$ cat config.mk
export PLATFORM = sky130hd
export DESIGN_NAME = seq_alu
export DESIGN_NICKNAME = d
export VERILOG_FILES = /design/src/rtl/seq_alu.sv
export SDC_FILE = /design/constraint.sdc
export NUM_CORES = 1
export LEC_CHECK = 0
export BUFFER_PORTS_ARGS = -buffer_cell sky130_fd_sc_hd__buf_2
export CAP_MARGIN = 10
export CORE_MARGIN = 2
export CORE_UTILIZATION = 60
export CTS_BUF_LIST = sky130_fd_sc_hd__clkbuf_8
export CTS_CLUSTER_SIZE = 12
export DETAILED_ROUTE_END_ITERATION = 16
export GPL_TIMING_DRIVEN = 0
export PLACE_DENSITY = 0.78
export SLEW_MARGIN = 20
export SYNTH_ARGS = -nofsm -noshare
export SYNTH_HDL_FRONTEND = slang
export SYNTH_SLANG_ARGS = --single-unit
$ cat constraint.sdc
create_clock -name clk -period 6.5 [get_ports clk]
set_input_delay 0.325 -clock clk [delete_from_list [all_inputs] [get_ports clk]]
set_output_delay 0.325 -clock clk [all_outputs]
set_load 0.01 [all_outputs]
$ cat src/rtl/seq_alu.sv
// Multi-cycle RV32IM ALU: single-cycle ALU/branch ops, iterative multiply/divide, valid/ready on both sides.
// Optional macro SEQ_ALU_FAST_MUL_EN: multiply ops use a combinational multiplier and complete in one cycle.
module seq_alu #(
    parameter int WIDTH = 32,
    parameter int CNT_W = $clog2(WIDTH) + 1
) (
    input  logic             clk,
    input  logic             rst_n,
    input  logic             in_valid,
    output logic             in_ready,
    input  logic [WIDTH-1:0] dataA,
    input  logic [WIDTH-1:0] dataB,
    input  logic [4:0]       selector,
    output logic             out_valid,
    input  logic             out_ready,
    output logic [WIDTH-1:0] out,
    output logic             branch_taken,
    output logic             busy
);
    localparam int SHW = $clog2(WIDTH);

    typedef enum logic [1:0] {S_IDLE, S_BUSY, S_DONE} state_t;

    state_t           r_state;
    logic [WIDTH-1:0] r_out, r_hi, r_lo, r_b;
    logic             r_br, r_out_valid, r_busy, r_is_div, r_neg, r_rneg;
    logic [1:0]       r_fn;
    logic [CNT_W-1:0] r_cnt;

    logic             w_accept, w_iter, w_br, w_lt_s, w_lt_u;
    logic             w_a_signed, w_b_signed, w_sign_a, w_sign_b, w_b_zero, w_ovf;
    logic [SHW-1:0]   w_shamt;
    logic [WIDTH-1:0] w_res, w_mag_a, w_mag_b, w_min;

    assign in_ready     = (r_state == S_IDLE) || ((r_state == S_DONE) && out_ready);
    assign w_accept     = in_valid && in_ready;
    assign out          = r_out;
    assign branch_taken = r_br;
    assign out_valid    = r_out_valid;
    assign busy         = r_busy;

    assign w_shamt    = dataB[SHW-1:0];
    assign w_lt_s     = $signed(dataA) < $signed(dataB);
    assign w_lt_u     = dataA < dataB;
    assign w_a_signed = selector inside {5'd17, 5'd18, 5'd20, 5'd22};
    assign w_b_signed = selector inside {5'd17, 5'd20, 5'd22};
    assign w_sign_a   = w_a_signed && dataA[WIDTH-1];
    assign w_sign_b   = w_b_signed && dataB[WIDTH-1];
    assign w_mag_a    = w_sign_a ? -dataA : dataA;
    assign w_mag_b    = w_sign_b ? -dataB : dataB;
    assign w_min      = {1'b1, {(WIDTH-1){1'b0}}};
    assign w_b_zero   = (dataB == '0);
    assign w_ovf      = (dataA == w_min) && (dataB == '1);

`ifdef SEQ_ALU_FAST_MUL_EN
    logic signed [2*WIDTH-1:0] w_fa, w_fb, w_fp;
    assign w_fa = {{WIDTH{w_sign_a}}, dataA};
    assign w_fb = {{WIDTH{w_sign_b}}, dataB};
    assign w_fp = w_fa * w_fb;
`endif

    always_comb begin
        w_res  = '0;
        w_br   = 1'b0;
        w_iter = 1'b0;
        case (selector)
            5'd0:  w_res = dataA + dataB;
            5'd1:  w_res = dataA << w_shamt;
            5'd2:  w_res = {{(WIDTH-1){1'b0}}, w_lt_s};
            5'd3:  w_res = {{(WIDTH-1){1'b0}}, w_lt_u};
            5'd4:  w_res = dataA ^ dataB;
            5'd5:  w_res = dataA >> w_shamt;
            5'd6:  w_res = dataA | dataB;
            5'd7:  w_res = dataA & dataB;
            5'd8:  w_res = dataA - dataB;
            5'd9:  w_res = $signed(dataA) >>> w_shamt;
            5'd10, 5'd11, 5'd12, 5'd13, 5'd14, 5'd15: begin
                case (selector[2:0])
                    3'd2:    w_br = (dataA == dataB);
                    3'd3:    w_br = (dataA != dataB);
                    3'd4:    w_br = w_lt_s;
                    3'd5:    w_br = !w_lt_s;
                    3'd6:    w_br = w_lt_u;
                    default: w_br = !w_lt_u;
                endcase
                w_res = {{(WIDTH-1){1'b0}}, w_br};
            end
            5'd16, 5'd17, 5'd18, 5'd19: begin
`ifdef SEQ_ALU_FAST_MUL_EN
                w_res = (selector[1:0] == 2'd0) ? w_fp[WIDTH-1:0] : w_fp[2*WIDTH-1:WIDTH];
`else
                w_iter = 1'b1;
`endif
            end
            5'd20: begin
                if (w_b_zero)  w_res = '1;
                else if (w_ovf) w_res = dataA;
                else           w_iter = 1'b1;
            end
            5'd21: begin
                if (w_b_zero) w_res = '1;
                else          w_iter = 1'b1;
            end
            5'd22: begin
                if (w_b_zero)  w_res = dataA;
                else if (w_ovf) w_res = '0;
                else           w_iter = 1'b1;
            end
            5'd23: begin
                if (w_b_zero) w_res = dataA;
                else          w_iter = 1'b1;
            end
            default: w_res = '0;
        endcase
    end

    // One radix-2 step; r_hi/r_lo hold accumulator/multiplier or remainder/quotient.
    logic [WIDTH:0]     w_msum, w_dsh;
    logic               w_dge;
    logic [WIDTH-1:0]   w_ddif, w_hi_n, w_lo_n, w_quo, w_rem, w_fin;
    logic [2*WIDTH-1:0] w_prod;

    always_comb begin
        w_msum = {1'b0, r_hi} + (r_lo[0] ? {1'b0, r_b} : '0);
        w_dsh  = {r_hi, r_lo[WIDTH-1]};
        w_dge  = w_dsh >= {1'b0, r_b};
        w_ddif = w_dsh[WIDTH-1:0] - r_b;
        if (r_is_div) begin
            w_hi_n = w_dge ? w_ddif : w_dsh[WIDTH-1:0];
            w_lo_n = {r_lo[WIDTH-2:0], w_dge};
        end else begin
            w_hi_n = w_msum[WIDTH:1];
            w_lo_n = {w_msum[0], r_lo[WIDTH-1:1]};
        end
        w_prod = r_neg ? -{w_hi_n, w_lo_n} : {w_hi_n, w_lo_n};
        w_quo  = r_neg ? -w_lo_n : w_lo_n;
        w_rem  = r_rneg ? -w_hi_n : w_hi_n;
        if (r_is_div)
            w_fin = r_fn[1] ? w_rem : w_quo;
        else
            w_fin = (r_fn == 2'd0) ? w_prod[WIDTH-1:0] : w_prod[2*WIDTH-1:WIDTH];
    end

    always_ff @(posedge clk or negedge rst_n) begin
        if (!rst_n) begin
            r_state     <= S_IDLE;
            r_out       <= '0;
            r_br        <= 1'b0;
            r_out_valid <= 1'b0;
            r_busy      <= 1'b0;
            r_hi        <= '0;
            r_lo        <= '0;
            r_b         <= '0;
            r_is_div    <= 1'b0;
            r_neg       <= 1'b0;
            r_rneg      <= 1'b0;
            r_fn        <= '0;
            r_cnt       <= '0;
        end else begin
            case (r_state)
                S_BUSY: begin
                    r_hi  <= w_hi_n;
                    r_lo  <= w_lo_n;
                    r_cnt <= r_cnt + 1'b1;
                    if (r_cnt == CNT_W'(WIDTH - 1)) begin
                        r_out       <= w_fin;
                        r_br        <= 1'b0;
                        r_out_valid <= 1'b1;
                        r_busy      <= 1'b0;
                        r_state     <= S_DONE;
                    end
                end
                default: begin
                    if (w_accept) begin
                        if (w_iter) begin
                            r_hi        <= '0;
                            r_lo        <= w_mag_a;
                            r_b         <= w_mag_b;
                            r_is_div    <= selector[2];
                            r_fn        <= selector[1:0];
                            r_neg       <= w_sign_a ^ w_sign_b;
                            r_rneg      <= w_sign_a;
                            r_cnt       <= '0;
                            r_out_valid <= 1'b0;
                            r_busy      <= 1'b1;
                            r_state     <= S_BUSY;
                        end else begin
                            r_out       <= w_res;
                            r_br        <= w_br;
                            r_out_valid <= 1'b1;
                            r_state     <= S_DONE;
                        end
                    end else if ((r_state == S_DONE) && out_ready) begin
                        r_out_valid <= 1'b0;
                        r_state     <= S_IDLE;
                    end
                end
            endcase
        end
    end
endmodule

==> results of run 1 <==
==> layer usage <==
layer	GRT overflow	GRT usage
met1	1	0.720
met2	88	0.901
met4	59	0.672
met3	2	0.466
met5	0	0.106
==> per-stage QoR <==
stage	cells	hold WS (ns)	area, sq um	setup TNS, ns	utilization
detailed placement	4090	0.353	25600	-8.63	0.642
global placement	4087	0.452	25600	-10.04	0.640
floorplan	3456	0.0294	24400	0	-
CTS	4120	0.0637	26000	0	0.651
==> cells by family after synthesis <==
logic type | synth area share
XOR/XNOR | 0.0650
adder cells (fa/ha/maj) | 0.0890
flip-flops | 0.147
AND/OR/NAND/NOR | 0.228
multiplexers | 0.0715
buffers and inverters | 0.0683
AO/OA/AOI/OAI | 0.331
==> synth_stat cells (30+ instances only) <==
master,number
ha_1,167
nand4_1,48
nor3_1,72
mux2i_1,106
o211ai_1,42
or3_1,40
a211oi_1,38
and2_1,49
o221ai_1,55
a21oi_1,280
nand3_1,88
dfrtp_1,143
a22oi_1,37
clkbuf_1,191
inv_1,162
a21o_1,48
nor2_1,345
o22ai_1,36
a31oi_1,51
xor2_1,48
buf_1,30
o21ai_0,325
nand2_1,362
xnor2_1,133
==> repair_timing <==
item                       4_1_cts
cloned                           0
hold endpoints to repair        81
resized for setup                5
hold buffers                     1
setup endpoints to repair       15
==> impl_summary.md, run 1 <==
Status
The halt point of the flow is 5_1_grt. The flow did not finish. The tool reported: "[ERROR GRT-0116] Global routing finished with congestion. Check the congestion regions in the DRC Viewer".

Yosys
Counting every instance in the synthesized netlist gives roughly 3.5k. The post-synthesis cell type count is 108. The post-synthesis net count is around 3.7k.

The dominant register cell in the synthesized netlist is dfrtp_1. The average instance in the mapped netlist occupies just over 7 sq um. The synthesis-stage register bit count is approximately 140. For this run, asynchronously set or reset flops after synthesis account for 1.00.

By area the synthesized netlist is led by dfrtp_1 15%, ha_1 8.6%, o21ai_0 6.7%. The area fraction of the dominant cell type after synthesis is 0.147. The netlist area before placement is between 20000 and 25000 sq um.

The cell accounting for the most synthesized area is dfrtp_1. Yosys mapped a number of flops with a built-in enable equal to 0. The number of warnings reported in the yosys synthesis log is 0.

The portion of the post-synthesis area used by sequential elements is 0.147.

Place
At the placement stage, the worst setup path has a slack of -0.933 ns. Summed over all nets, the half-perimeter wirelength after detailed placement is 105000 um. The global placement routability congestion is 1.33.

Buffers placed on the I/O ports in this run total 106.

GRT
After global routing the overflow that remains totals 150. The via count of the first global-routing pass was 32.6k. Across every metal layer, demand over resource in global routing totals 0.693. The first global-routing pass estimated 220000 um of wire. The pin count of the biggest net entering global routing is a little over 80.

Floorplan
For this configuration, the core starts out at a cell density of 0.611. The floorplan has 73 rows. The die is 206 um tall. 109 I/O pins were placed. Measured along the x axis, the die boundary spans 206 um.

Clock tree
The count of buffers added by post-CTS timing repair for setup is 0. The tree built by TritonCTS fans out to 143 sinks. CTS placed an instance of clkbuf_8 at the clock tree root. In this run the number of H-tree levels came out at 4.

The maximum buffer depth of the clock tree is 2. The number of clock buffers inserted by TritonCTS is 17.
==> run 2: changes to the inputs <==
- CORE_UTILIZATION: 60 -> 40
- CTS_BUF_LIST: sky130_fd_sc_hd__clkbuf_8 -> default
- CTS_CLUSTER_SIZE: 12 -> default
- PLACE_DENSITY: 0.78 -> default
- PLACE_DENSITY_LB_ADDON: default -> 0.15
==> impl_summary.md, run 2 <==
Yosys
The fraction of the mapped netlist area in adder cells is 0.0890 (unchanged). The area fraction of the dominant cell type after synthesis came to 0.147 (unchanged). The post-synthesis share of cell area spent on xor and xnor gates came to 0.0650 (unchanged). After synthesis, the cell types taking the most area are dfrtp_1 15%, ha_1 8.6%, o21ai_0 6.7%. The post-synthesis cell type count was 108 (unchanged).

After synthesis, the most frequently instantiated cells are 362 x nand2_1, 345 x nor2_1, 325 x o21ai_0. The count of mapped cells out of synthesis is 3456 (unchanged). The cell accounting for the most synthesized area is dfrtp_1. The mux cell area share after synthesis is 0.0715 (unchanged). Yosys instantiated no cell more often than nand2_1.

The average footprint of a synthesized cell was 7.05 sq um (unchanged). After synthesis, the largest family of logic cells by area is compound AO/OA/AOI/OAI gates. The number of flops mapped to enable cells by yosys is 0 (unchanged). The portion of the post-synthesis area used by sequential elements came to 0.147 (unchanged). The number of warnings reported in the yosys synthesis log is 0 (unchanged). The dominant register cell in the synthesized netlist is dfrtp_1.

The synthesis-stage register bit count came to 143 (unchanged). The post-synthesis net count is 3700 (unchanged). The fraction of the mapped netlist area in simple logic gates came to 0.228 (unchanged).

The synthesized-area fraction occupied by ao, oa, aoi and oai cells is 0.331 (unchanged). The fraction of registers with async set or reset after synthesis was 1.00 (unchanged). The netlist area before placement is 24400 sq um (unchanged).

Worst setup path
Traced cell by cell, the critical path runs through buf_2 -> clkbuf_1 -> clkinv_2 -> clkbuf_1 -> ha_1 -> nor3_2 -> o21ai_0 -> o211a_1 -> a2111oi_4 -> o2111ai_1 -> a21oi_1 -> o21bai_1 -> and2_1 -> o21ai_0 -> a21oi_1 -> a211oi_1 -> o22ai_1 -> a211o_1. The delay of the slowest cell on the worst path is 0.69 ns. The cell with the biggest individual delay on the critical path is a2111oi_4.

The critical-path maximum fanout is 17. The end of the worst register-to-register path is out[28]. Counting cells, the worst reg-to-reg path comes to 27.

In this run the critical register-to-register path is launched from r_hi[20]. Among cell families on the critical path, the largest total delay comes from compound AO/OA/AOI/OAI gates. The endpoint class of the critical path is a register.

The worst setup path is of the primary input to register kind. The nature of the critical path startpoint is a primary input. For the worst setup path, the data required time is a little under 7 ns. The arrival time at the worst endpoint is ~7 ns. Setup slack on the worst reg-to-reg path comes out at ~0.06 ns. The count of buffering cells on the critical path with inverters included is 4.

STA
For the final routed database, the setup TNS stands at -0.106 ns. The final setup violation count is 1. Dividing the final minimum period by the clock period gives 1.02. The shortest clock period the worst path allows after layout is 6.61 ns. The post-route worst setup slack is -0.106 ns. The worst clock skew is approximately 0.015 ns. The final number of hold-violating endpoints is 0. The pin slew with the least headroom to its limit is around 1.3 ns. Setup repair after global routing could not meet its margin everywhere. For this run, the top clock speed supported by timing is 151 MHz. Headroom to the max-slew limit came out at 0.119. The final max-slew violation count came to 0.

Floorplan
The number of cell rows was 90 (+23%). The number of placed I/O pins is 109 (unchanged). The initial core utilization was 0.405 (-0.206). The die width is 251 um (+22%). After floorplanning, the core was sized to cover around 60000 sq um.

The die covers roughly 63000 sq um. The vertical die dimension is 251 um (+22%).

GRT
The via count of the first global-routing pass is approximately 29k. The global-route congestion overflow total is 0. The initial antenna violation count came to 3. Entering global routing, the biggest net connects 77 pins. The first global-routing pass estimated 213000 um of wire.

Across every metal layer, demand over resource in global routing totals 0.470.

Clock tree
The clock slew at the register clock pins of the worst setup and hold paths is 0.07 ns. The number of sinks on the clock net is 143 (unchanged). The maximum buffer depth of the clock tree is 2 (unchanged).

The clock tree from TritonCTS is yes. The level count of the clock H-tree is 4 (unchanged). The clock network latency to the later pin of the worst-skew pair is around 0.47 ns. The number of clock buffers inserted by TritonCTS is 17 (unchanged). The clock root buffer is clkbuf_16.

Place
The instance area at placement came to 26000 sq um (+1.4%). The count of port buffers added during placement came to 106 (unchanged). The number of instances in the placed design came to 4351 (+6.4%).

The global placement routability congestion came to 1.07 (-20%). The total half-perimeter wirelength after legalization and detailed placement is 124000 um (+17%).

Power
After layout, the design draws a total of 0.00367 W. In this run the power density over the cells is 137 nW/um^2. For this design the static power due to leakage is 10.9 nW. The worst vdd rail ir drop is between 0.1 and 0.15 mV.

Drt
After detailed routing, the number of vias per cell comes to just under 7. The DRC violation count after routing is 0. The count of nets left with antenna violations once routing finished came out at 0. The detailed-router iteration count before antenna repair is 7. The via total after detailed routing is ~30k. The detailed-route wire length per cell is approximately 35 um.

The DRC violation total after the first TritonRoute iteration is between 4k and 5k. The total wire length after detailed routing is 152000 um.

Final layout
In the final layout, the share of cells above drive strength 1 is 0.0843. The most common cell after layout, fill and taps aside is nand2_1. Leaving out filler cells and counting taps, the final layout contains 4388.

The finished cells cover about 27000 sq um. For this run, the share of the core covered by cells in the final layout is 0.446. The number of nets at the end of the flow is between 3k and 4k. In the layout the commonest cells are 362 x nand2_1, 344 x nor2_1, 323 x o21ai_0. The number of filler instances in the final layout is 6454.

Relative to the synthesized area, the layout overhead comes to 10.2%.

Status
The final reports fail on setup timing. The run finished, with violations left.

Hold path
The worst hold path begins at out_ready. Along the worst hold path, the cell count comes to 2. The hold-critical path endpoint is r_state[1]. The tightest min-delay check is of the primary input to register type.

Run
The max-cap violation count is 0.
run 2: cell counts after synthesis:
No cell type changed its count.
run 2: worst max path at each step:
stage	cells past startpoint	slack (ns)	startpoint	to
global route	26	-0.06	r_hi[15]	out[28]
global placement	20	-2.36	dataB[3]	out[0]
CTS	15	0.02	dataB[1]	out[2]
floorplan	24	1.15	r_hi[14]	out[28]
finish	18	-0.11	dataB[4]	out[0]
detailed placement	20	-1.41	dataB[3]	out[0]
run 2: cell type report:
type / instances / area (sq um) / share of cell area
clock inverters: 12 / 208 / 0.00774
flip-flops and latches: 143 / 3580 / 0.133
plain buffers: 245 / 1030 / 0.0385
multi-input cells: 2893 / 19200 / 0.717
diodes: 1 / 2.50 / 0.0000932
clock buffers: 18 / 439 / 0.0164
well taps: 782 / 978 / 0.0364
repair buffers: 126 / 728 / 0.0271
inverters: 168 / 636 / 0.0237
run 2: cells by family after synthesis:
logic type,after synthesis
buffers and inverters,420
AND/OR/NAND/NOR,1176
AO/OA/AOI/OAI,1224
adder cells (fa/ha/maj),171
XOR/XNOR,181
flip-flops,143
multiplexers,141
run 2: timing repair:
action	CTS	global route
pin swaps	5	2
buffers inserted	3	9
hold buffers	1	0
gates resized for setup	22	11
hold endpoints to repair	35	0
setup endpoints to repair	19	16
run 2: worst reg2reg max path: cells and delay by family (launching register included):
| kind | cells | cell delay [ns] |
|---|---|---|
| DFF | 1 | 0.44 |
| muxes | 1 | 0.20 |
| buffers and inverters | 9 | 1.77 |
| AOI/OAI and AO/OA | 4 | 0.85 |
| and+or+nand+nor | 11 | 2.57 |
| adders and majority gates | 2 | 0.49 |
run 2: power by group:
part / total (W) / switching, W / internal (W)
clock: 0.00116 / 0.000464 / 0.000692
combinational: 0.00161 / 0.00113 / 0.000474
sequential: 0.000907 / 0.00000736 / 0.000900
total: 0.00367 / 0.00160 / 0.00207
run 2: per-stage QoR:
step	worst slack, ns	hold slack (ns)
final	-0.106	0.108
after global routing	-0.0646	0.141
after CTS	0.0221	0.106
after floorplan	1.15	0.0294
after detailed placement	-1.41	0.153
after global placement	-2.36	0.451
run 2: metal layers:
layer  vias up  GRT usage  wire (um)
met5         -          0         29
met4         4      0.461      18300
met3       789     0.0983      14200
met2      2196      0.765      68000
met1     14300      0.506      51900
li1      13100          -          -
No activity file was read; power rests on OpenSTA's default activity.
==> run 3: changes to the inputs <==
- ABC_AREA: default -> 1
==> impl_summary.md, run 3 <==
Floorplan
The die width is 258 um (+2.9%). The initial core utilization is 0.403 (-0.00182). The core area is 64100 sq um (+6.4%). The number of placed I/O pins is 109 (unchanged). The number of cell rows is 93 (+3.3%).

The vertical die dimension is 258 um (+2.9%). The floorplan die area is 66600 sq um (+5.9%).

Yosys
The synthesis-stage register bit count is 143 (unchanged). The portion of the post-synthesis area used by sequential elements is 0.139 (-0.00824). By area the synthesized netlist is led by nand2_1 18%, dfrtp_1 14%, inv_1 8.8%. The fraction of registers with async set or reset after synthesis is 1.00 (unchanged).

The number of flops mapped to enable cells by yosys is 0 (unchanged). The most frequently used cell type in the post-synthesis netlist is nand2_1. Counting instances in the post-synthesis netlist gives the leading cell types as 1233 x nand2_1, 605 x inv_1, 481 x nor2_1.

The count of mapped cells out of synthesis is 4578 (+32%). The average footprint of a synthesized cell is 5.64 sq um (-20%). The cell accounting for the most synthesized area is nand2_1.

The netlist area before placement was 25800 sq um (+5.9%). The post-synthesis cell type count is 72 (-33%). Among all flip-flop cells after synthesis, the most frequent one is dfrtp_1.

The number of warnings reported in the yosys synthesis log is 0 (unchanged). The area fraction of the dominant cell type after synthesis came to 0.179 (+0.0324). The post-synthesis net count is 4822 (+30%).

Worst setup path
The critical-path maximum fanout is 10 (-7). The arrival time at the worst endpoint was 6.06 ns (-0.90 ns). The data required time of the critical path is 6.90 ns (+0.05 ns). The critical path is of the register to register type. The nature of the critical path startpoint is a register. STA classifies the critical path endpoint as a register.

Place
The total half-perimeter wirelength after legalization and detailed placement is 131000 um (+6.0%). The count of port buffers added during placement came to 108 (+1.9%). The global placement routability congestion came to 1.12 (+5.4%).

Clock tree
The number of clock buffers inserted by TritonCTS is 17 (unchanged). The number of sinks on the clock net is 143 (unchanged). The clock slew at the register clock pins of the worst setup and hold paths was 0.06 ns (about the same). The maximum buffer depth of the clock tree is 2 (unchanged).

The clock network latency to the later pin of the worst-skew pair was 0.47 ns (about the same). The count of buffers added by post-CTS timing repair for setup is 0 (-3). The hold buffer count at cts is 1 (unchanged). The level count of the clock H-tree is 4 (unchanged). TritonCTS built the clock tree. The count of instances resized after the clock tree is built is 0 (-100%).

The tree is rooted in a clkbuf_16.

GRT
The wire length of the first global-routing pass is 221000 um (+4.0%). The initial antenna violation count came to 3 (unchanged). The total global-route track usage was 0.458 (-0.0123).

The via count of the first global-routing pass is 31.8k (+9.8%). The global-route congestion overflow total came to 0 (unchanged). The pin count of the biggest net entering global routing is 87 (+13%).

STA
The shortest clock period the worst path allows after layout is 5.66 ns (-0.947 ns). The final total negative setup slack was 0 ns (+0.106 ns). The final max-slew violation count came to 0 (unchanged). The highest clock frequency the design can meet is 177 MHz (+17%). The share of the clock period used by the worst path after layout came to 0.871 (-0.146). The final setup violation count is 0 (-1). The worst clock skew is 0.0129 ns (-0.00197 ns). The final number of hold-violating endpoints is 0 (unchanged).

The pin slew with the least headroom to its limit is 1.21 ns (-0.0967 ns). Setup repair after global routing left no endpoint under its margin. The worst slew slack as a fraction of its limit is 0.189 (+0.0696).

Drt
The DRC violation count after routing came to 0 (unchanged). The DRC violation total after the first TritonRoute iteration came to 4604 (+11%). The via density per instance came to 6.12 (-11%).

The residual antenna-violating net count after detailed routing is 0 (unchanged). The total wire length after detailed routing is 157000 um (+3.1%). The detailed-route wire length per cell is 28.2 um (-19%).

The detailed-router iteration count before antenna repair is 6 (-1). The via total after detailed routing is 34.2k (+13%).

Final layout
The area growth from synthesis to layout is 8.75%. The most common cell after layout, fill and taps aside is nand2_1. The share of final-layout standard cells stronger than drive strength 1 is 0.0689 (-0.0155). In the layout the commonest cells are 1233 x nand2_1, 605 x inv_1, 481 x nor2_1. The number of nets at the end of the flow came to 4952 (+29%). The fraction of the core area covered by cells at the end of the flow is 0.438 (-0.00766).

Power
The cell leakage power is 13.9 nW (+27%). The power density over cell area came to 486 nW/um^2 (+260%). The worst vdd rail ir drop is 0.256 mV (+83%).

Run
The max-cap violation count was 0 (unchanged).

Status
The flow ran to the end, and the final reports show no timing, DRC or antenna violations.

Hold path
The worst hold path belongs to the class primary input to register.
run 3: per-stage QoR:
stage	hold WS (ns)	std cells	setup slack [ns]	instance area, sq um	power, W
2_1_floorplan	0.0294	4578	2.71	25800	0.00833
3_3_place_gp	0.484	5541	0.712	27400	0.0122
3_5_place_dp	0.300	5543	0.734	27500	0.0122
4_1_cts	0.228	5574	1.07	28100	0.0132
5_1_grt	0.285	5574	0.509	28100	0.0145
6_report	0.251	5577	0.841	28100	0.0136
run 3: path summary, 6_finish.rpt:
path                           start  cells past startpoint  slack, ns         end
max in group asynchronous      rst_n                      3       5.20     out[21]
min reg2reg                 r_cnt[5]                      1       0.51    r_cnt[5]
max reg2reg                  r_lo[0]                     26       0.84     out[25]
min in group asynchronous      rst_n                      2       0.38     r_hi[6]
max                          r_lo[0]                     26       0.84     out[25]
min                        out_ready                      4       0.25  r_state[0]
run 3: kinds of logic (layout without fill, tap and decap cells):
group | after synthesis | in the layout | share of synthesized area
fa+ha+maj | 171 | 171 | 0.0840
simple gates | 2281 | 2281 | 0.375
mux | 8 | 8 | 0.00310
other cells | 0 | 3 | 0
compound gates | 1022 | 1022 | 0.231
flops | 143 | 143 | 0.139
xor+xnor | 126 | 126 | 0.0427
buf+inv | 827 | 968 | 0.125
run 3: power by group:
| part | leakage, nW | total (W) | switching (W) | internal (W) |
|---|---|---|---|---|
| clock network | 0.282 | 0.000994 | 0.000415 | 0.000579 |
| logic | 11.8 | 0.0109 | 0.00799 | 0.00294 |
| registers | 1.79 | 0.00171 | 0.000423 | 0.00129 |
run 3: area by class of cell:
| class | count | area, sq um |
|---|---|---|
| clock buffer | 20 | 457 |
| multi-input combinational | 3608 | 19000 |
| antenna | 3 | 7.51 |
| timing repair buffer | 111 | 598 |
| fill | 7366 | 36000 |
| clock inverter | 10 | 114 |
| tap | 855 | 1070 |
| buffer | 196 | 862 |
| sequential | 143 | 3580 |
| inverter | 631 | 2370 |
run 3: metal layers:
| layer | wire length (um) | track usage |
|---|---|---|
| met3 | 14900 | 0.0852 |
| met2 | 67100 | 0.714 |
| met5 | 0 | 0 |
| met4 | 15700 | 0.378 |
| met1 | 59500 | 0.550 |
run 3: critical path: stages, from the launching register on:
cell and delay (ns):
dfrtp_1 0.32, clkbuf_1 0.41, clkbuf_1 0.56, nand2_1 0.10
inv_1 0.08, ha_1 0.21, inv_1 0.07, fa_1 0.38
inv_1 0.14, nand3_1 0.08, nand2_1 0.21, a21boi_0 0.13
o21ai_0 0.44, a21oi_1 0.12, nand2_1 0.10, nand3_2 0.24
nor2_2 0.24, nand2_1 0.13, nor2_1 0.24, nand3_1 0.14
nand2_1 0.10, nand3_1 0.08, nand2_1 0.12, nor2_1 0.05
o21ai_1 0.51, nand2_1 0.21, a21oi_1 0.17
